[src/rtl/signed_sat_accum_pkg.sv]
// Shared types and saturation limits for the signed saturating frame accumulator.
package signed_sat_accum_pkg;

    typedef enum logic {
        ACC = 1'b0,
        OUT = 1'b1
    } state_t;

    function automatic int smax(input int w);
        return (1 << (w - 1)) - 1;
    endfunction

    function automatic int smin(input int w);
        return -(1 << (w - 1));
    endfunction

    localparam int DEF_WIDTH = 4;
    localparam int SMAX      = smax(DEF_WIDTH);
    localparam int SMIN      = smin(DEF_WIDTH);

endpackage

[src/rtl/signed_sat_add.sv]
// Combinational signed add that clamps to the representable rail on overflow.
module signed_sat_add
    import signed_sat_accum_pkg::*;
#(
    parameter int WIDTH = 4
) (
    input  logic [WIDTH-1:0] a,
    input  logic [WIDTH-1:0] b,
    output logic [WIDTH-1:0] res,
    output logic             ovf
);

    localparam int MSB = WIDTH - 1;
    localparam logic [WIDTH-1:0] SAT_HI = WIDTH'(smax(WIDTH));
    localparam logic [WIDTH-1:0] SAT_LO = WIDTH'(smin(WIDTH));

    logic [WIDTH-1:0] s;

    assign s   = a + b;
    // Overflow only possible when operands share a sign and the sum flips it.
    assign ovf = (a[MSB] == b[MSB]) && (s[MSB] != a[MSB]);
    assign res = ovf ? (a[MSB] ? SAT_LO : SAT_HI) : s;

endmodule

[src/rtl/signed_sat_accum.sv]
// Frame accumulator: sums N signed samples with saturation, emits the result on valid/ready.
module signed_sat_accum
    import signed_sat_accum_pkg::*;
#(
    parameter int WIDTH = 4,
    parameter int N     = 4
) (
    input  logic             clk,
    input  logic             rst,
    input  logic             up_valid,
    output logic             up_ready,
    input  logic [WIDTH-1:0] up_data,
    output logic             down_valid,
    input  logic             down_ready,
    output logic [WIDTH-1:0] down_sum,
    output logic             down_sat
);

    localparam int CW = (N > 1) ? $clog2(N) : 1;

    state_t           state, state_nxt;
    logic [WIDTH-1:0] acc;
    logic [CW-1:0]    cnt;
    logic             sat_flag;
    logic [WIDTH-1:0] add_res;
    logic             add_ovf;
    logic             hs_in, hs_out, last;

    signed_sat_add #(.WIDTH(WIDTH)) u_add (
        .a   (acc),
        .b   (up_data),
        .res (add_res),
        .ovf (add_ovf)
    );

    assign up_ready   = (state == ACC);
    assign down_valid = (state == OUT);
    assign hs_in      = up_valid && up_ready;
    assign hs_out     = down_valid && down_ready;
    assign last       = (cnt == CW'(N - 1));

    always_comb begin
        state_nxt = state;
        case (state)
            ACC: if (hs_in && last) state_nxt = OUT;
            OUT: if (hs_out)        state_nxt = ACC;
            default:                state_nxt = ACC;
        endcase
    end

    always_ff @(posedge clk or posedge rst) begin
        if (rst) state <= ACC;
        else     state <= state_nxt;
    end

    // Final sample goes straight to the output registers; accumulator restarts at zero.
    always_ff @(posedge clk or posedge rst) begin
        if (rst) begin
            acc      <= '0;
            cnt      <= '0;
            sat_flag <= 1'b0;
            down_sum <= '0;
            down_sat <= 1'b0;
        end else if (hs_in) begin
            if (last) begin
                down_sum <= add_res;
                down_sat <= sat_flag | add_ovf;
                acc      <= '0;
                cnt      <= '0;
                sat_flag <= 1'b0;
            end else begin
                acc      <= add_res;
                cnt      <= cnt + CW'(1);
                sat_flag <= sat_flag | add_ovf;
            end
        end
    end

endmodule

[config.mk]
export PLATFORM = sky130hd
export DESIGN_NAME = signed_sat_accum
export DESIGN_NICKNAME = d
export VERILOG_FILES = /design/src/rtl/signed_sat_accum_pkg.sv /design/src/rtl/signed_sat_add.sv /design/src/rtl/signed_sat_accum.sv
export SDC_FILE = /design/constraint.sdc
export NUM_CORES = 1
export LEC_CHECK = 0
export CORE_MARGIN = 2
export CORE_UTILIZATION = 52
export DETAILED_ROUTE_END_ITERATION = 8
export PLACE_DENSITY_LB_ADDON = 0.12
export REMOVE_ABC_BUFFERS = 1
export SYNTH_ARGS = -nofsm -noshare
export SYNTH_HDL_FRONTEND = slang
export SYNTH_SLANG_ARGS = --single-unit
export TNS_END_PERCENT = 30
[constraint.sdc]
create_clock -name clk -period 5.1 [get_ports clk]
set_clock_uncertainty 0.2 [all_clocks]
set_input_delay 1.275 -clock clk [delete_from_list [all_inputs] [get_ports clk]]
set_output_delay 1.275 -clock clk [all_outputs]
set_load 0.02 [all_outputs]
==> Word-level counts from Yosys, hierarchy flattened <==
Cells that the tools add are included.
{ "word_totals": {"regBits": 13, "in_bits": 8, "output_inout_bits": 7, "elab_cells": 26} }
{ "classes": {"addsub": 2, "n_eq_ne": 3, "n_mux": 8, "bitwise": 2, "n_reduce_logical": 5} }
{ "op_table": {"columns": ["cell", "n"], "rows": [
  ["$mux W4", 3],
  ["$add A4 B4 Y4", 1],
  ["$logic_and A1 B1 Y1", 4],
  ["$mux W1", 3],
  ["$add A2 B1 Y2 const B", 1],
  ["$eq A2 B2 Y1 const B", 1],
  ["$mux W2", 1],
  ["$pmux W1 S2", 1],
  ["$reduce_and A2 Y1", 1],
  ["$eq A1 B1 Y1", 1],
  ["$ne A1 B1 Y1", 1],
  ["$not A1 Y1", 1],
  ["$or A1 B1 Y1", 1]
]} }

==> Longest topological paths before layout <==
{ "depth": {"depth_word": 5, "mapped_depth": 7} }

==> Hierarchy <==
Synthesis repeated with hierarchy kept, for this count alone.
{ "hier_totals": {"cells_unflattened": 68, "hier_area_um2": 813.3} }
{ "by_module_without_submodules": {"columns": ["mod", "n_inst", "cells_per_inst", "area_each_um2", "seq_area_each_um2"], "rows": [
  ["signed_sat_accum", 1, 41, 608.1, 325.3],
  ["signed_sat_add", 1, 27, 205.2, 0.0]
]} }

==> Least setup slack after synthesis <==
No wires, ideal clock.
{ "synth_timing": {"kind": "input to register", "start": "input port up_data[0]", "end": "register down_sum[2]", "setup_ns": 0.130, "arrival_time_ns": 2.461, "t_required_ns": 4.770, "setup_slack_ns": 2.308, "cell_stages": 7, "path_buffers": 0, "cell_sequence": "ha_1 inv_1 fa_1 xnor2_1 or2_2 o22ai_1 a31oi_1"} }
{ "synth_via": {"elab_chain_cells": 4} }
{ "synth_rtl": {"columns": ["element", "line_no", "text"], "rows": [
  ["from (decl)", "signed_sat_accum.sv:12", "input logic [WIDTH-1:0] up_data,"],
  ["$add A4 B4 Y4 *", "signed_sat_add.sv:19", "assign s = a + b;"],
  ["$ne A1 B1 Y1", "signed_sat_add.sv:21", "assign ovf = (a[MSB] == b[MSB]) && (s[MSB] != a[MSB]);"],
  ["$logic_and A1 B1 Y1", "signed_sat_add.sv:21", null],
  ["$mux W4 *", "signed_sat_add.sv:22", "assign res = ovf ? (a[MSB] ? SAT_LO : SAT_HI) : s;"],
  ["to (signal assigned)", "signed_sat_accum.sv:66", "down_sum <= add_res;"],
  ["to (decl)", "signed_sat_accum.sv:15", "output logic [WIDTH-1:0] down_sum,"]
]} }
Mark *: on every way between the ends. The rest lies on a longest branch, timed or not.
A chain may end at the register's enable or synchronous reset.

==> Worst setup path after layout <==
Same ends and word-level chain as after synthesis.

==> flow_metrics.tcl <==
set metrics [dict create \
    clockBufferDepth 2 \
    dpl_worst_slack_ns 1.73 \
    post-route-util_pct 69.3 \
    grt_pass1_vias 608 \
    postCtsHoldBufs 0 \
    grt_pass1_wl_um 2660 \
    crit_path_max_fanout 3 \
    timing.critical_path.to "down_sum[2]" \
    worstPathArrival_ns 3.03 \
    placed_cell_area_um2 876 \
    synth_area_per_cell_um2 9.38 \
    hold_violations 0 \
    place_hpwl_um 1110 \
    rsz0062_at_grt "no" \
    finalInstanceArea_um2 902 \
    antenna_found_initial 0 \
    startpoint "up_data[0]" \
    wl_per_cell_um 13.3 \
    core_um2 1300 \
    ant_nets 0 \
    ios 15 \
    dieArea_um2 1720 \
    die_w_um 41.5 \
    slew-limit-headroom_pct 67.5 \
    nets 107 \
    cap_viol_max_count 0 \
    status "completed" \
    first_iter_violations 7 \
    seq_area_frac_synth_pct 44.4 \
    synth-async-reset-ratio_pct 100 \
    ys.flop_type "dfrtp_1" \
    tightestPinTransition_ns 0.488 \
    power_density_nw_per_um2 562 \
    clock_latency_ns 0.28 \
    worst_ep_required_time_ns 5.05 \
    ys_seq_elements 13 \
    die_h_um 41.5 \
    reg2reg_slack_ns 3.13 \
    cts-buffers-inserted 3 \
    n_antenna_cell 0 \
    via_per_inst 5.56 \
    vias 600 \
    yosys_warnings 0 \
    synthToLayoutAreaGrowth_pct 23.2 \
    numPortBuffers 14 \
    gr-total-overflow 0 \
    mostFrequentLayoutCell "clkdlybuf4s50_1" \
    ir_drop_mv 0.302 \
    reg2reg_from "acc[0]" \
    multiInputGateArea_um2 369 \
    regArea_um2 325 \
    path_class "input port to register" \
    finalSetupViolations 0 \
    place.gp.congestion 0.730 \
    grt_max_degree 14 \
    synth_cells 78 \
    final_cell_mix "clkdlybuf4s50_1 (14), dfrtp_1 (13), nand2_1 (12), nor2_1 (7), inv_1 (6)" \
    r2r_cells 7 \
    clk_pin_slew_ns 0.08 \
    drc 0 \
    syn-cell-area_um2 732 \
    fill_cells 105 \
    fin_setup_tns_ns 0 \
    core.rowCount 13 \
    postCtsSetupBuffers 0 \
    hold_path_class "register to register" \
    leakage_nw 0.392 \
    cts_sinks 13 \
    start_kind "input port" \
    critPathCaptureType "register" \
    cts_root_buf "clkbuf_4" \
    slew_viol_final 0 \
    r2r-end "down_sum[2]" \
    ctsResizeCount 0 \
    postRouteWirelength_um 1440 \
    min_period_ns 3.08 \
    initial_core_util_pct 56.3 \
    synth_edf_count 0 \
    fin_crit_sh_pct 60.3 \
    layout-drive-gt1-share_pct 9.68 \
    fmax_mhz 325 \
    ys_types 28 \
    tritoncts "built" \
    cts.htree.levels 1 \
    p_total_w 0.000507 \
    fin_ws_ns 2.02 \
    grt_usage_pct 20.4 \
    drt_pass1_iterations 4 \
]
## metrics by stage
| stage | hold slack [ns] | cells |
|---|---|---|
| after floorplan | 0.250 | 75 |
| after global placement | 0.261 | 104 |
| after detailed placement | 0.275 | 104 |
| after CTS | 0.295 | 108 |
| after global routing | 0.325 | 108 |
| final | 0.287 | 108 |
## worst max-delay path: stages
cell and delay (ns):
clkdlybuf4s50_1 0.46, ha_1 0.22, inv_1 0.07, fa_1 0.38
xnor2_1 0.16, or2_2 0.28, o22ai_1 0.12, a31oi_1 0.06
## per-layer routing
metal | track usage (%) | up-vias | share of wire, %
met2 | 33.1 | 21 | 49
li1 | - | 298 | -
met1 | 25.2 | 278 | 44
met4 | 9.68 | 0 | 1.7
met5 | 0 | - | 0
met3 | 5.22 | 3 | 5.1
## synth_stat cells, types with 2 or more instances
master   number  area (um2)
a31oi_1       2        12.5
ha_1          4        50.1
o22ai_1       3        18.8
inv_1         6        22.5
dfrtp_1      13         325
o21ai_0       5        25.0
nor2_1        7        26.3
nand2_1      12        45.0
o21ai_1       5        25.0
buf_2         2        10.0
a21oi_1       2        10.0
## cell type report
| cell class | count | area share [%] |
|---|---|---|
| multi-input cells | 56 | 40.9 |
| flip-flops and latches | 13 | 36.1 |
| inverters | 6 | 2.50 |
| repair buffers | 14 | 15.5 |
| clock buffers | 4 | 2.91 |
| well taps | 15 | 2.08 |
## flip-flops by register name (all words and copies together) (netlist names)
register	count
sat_flag	1
down_sum	4
cnt	2
down_sat	1
acc	4
down_valid	1
## report_power, final
part	total (W)	leakage, nW	switching [W]	internal (W)
Combinational	0.000266	0.220	0.000143	0.000122
Sequential	0.000177	0.157	0.0000303	0.000147
Clock	0.0000649	0.0150	0.0000345	0.0000304
## how the worst min path moves through the flow
stage | from | endpoint | slack (ns) | depth (start not counted)
final | cnt[1] | cnt[1] | 0.29 | 2
after global routing | down_sum[3] | down_sum[3] | 0.33 | 2
after CTS | cnt[1] | cnt[1] | 0.29 | 2
after detailed placement | cnt[1] | cnt[1] | 0.28 | 2
after global placement | cnt[1] | cnt[1] | 0.26 | 2
after floorplan | cnt[1] | cnt[1] | 0.25 | 2
## cell families (layout without fill, tap and decap cells)
family,Yosys count,after routing,synth area share (%)
buf+inv,9,24,5.13
mux,1,1,1.37
xor+xnor,1,1,1.20
compound gates,25,25,23.4
fa+ha+maj,5,5,9.57
simple gates,24,24,14.9
flops,13,13,44.4
Note: power is estimated with default switching activity, not from simulation.
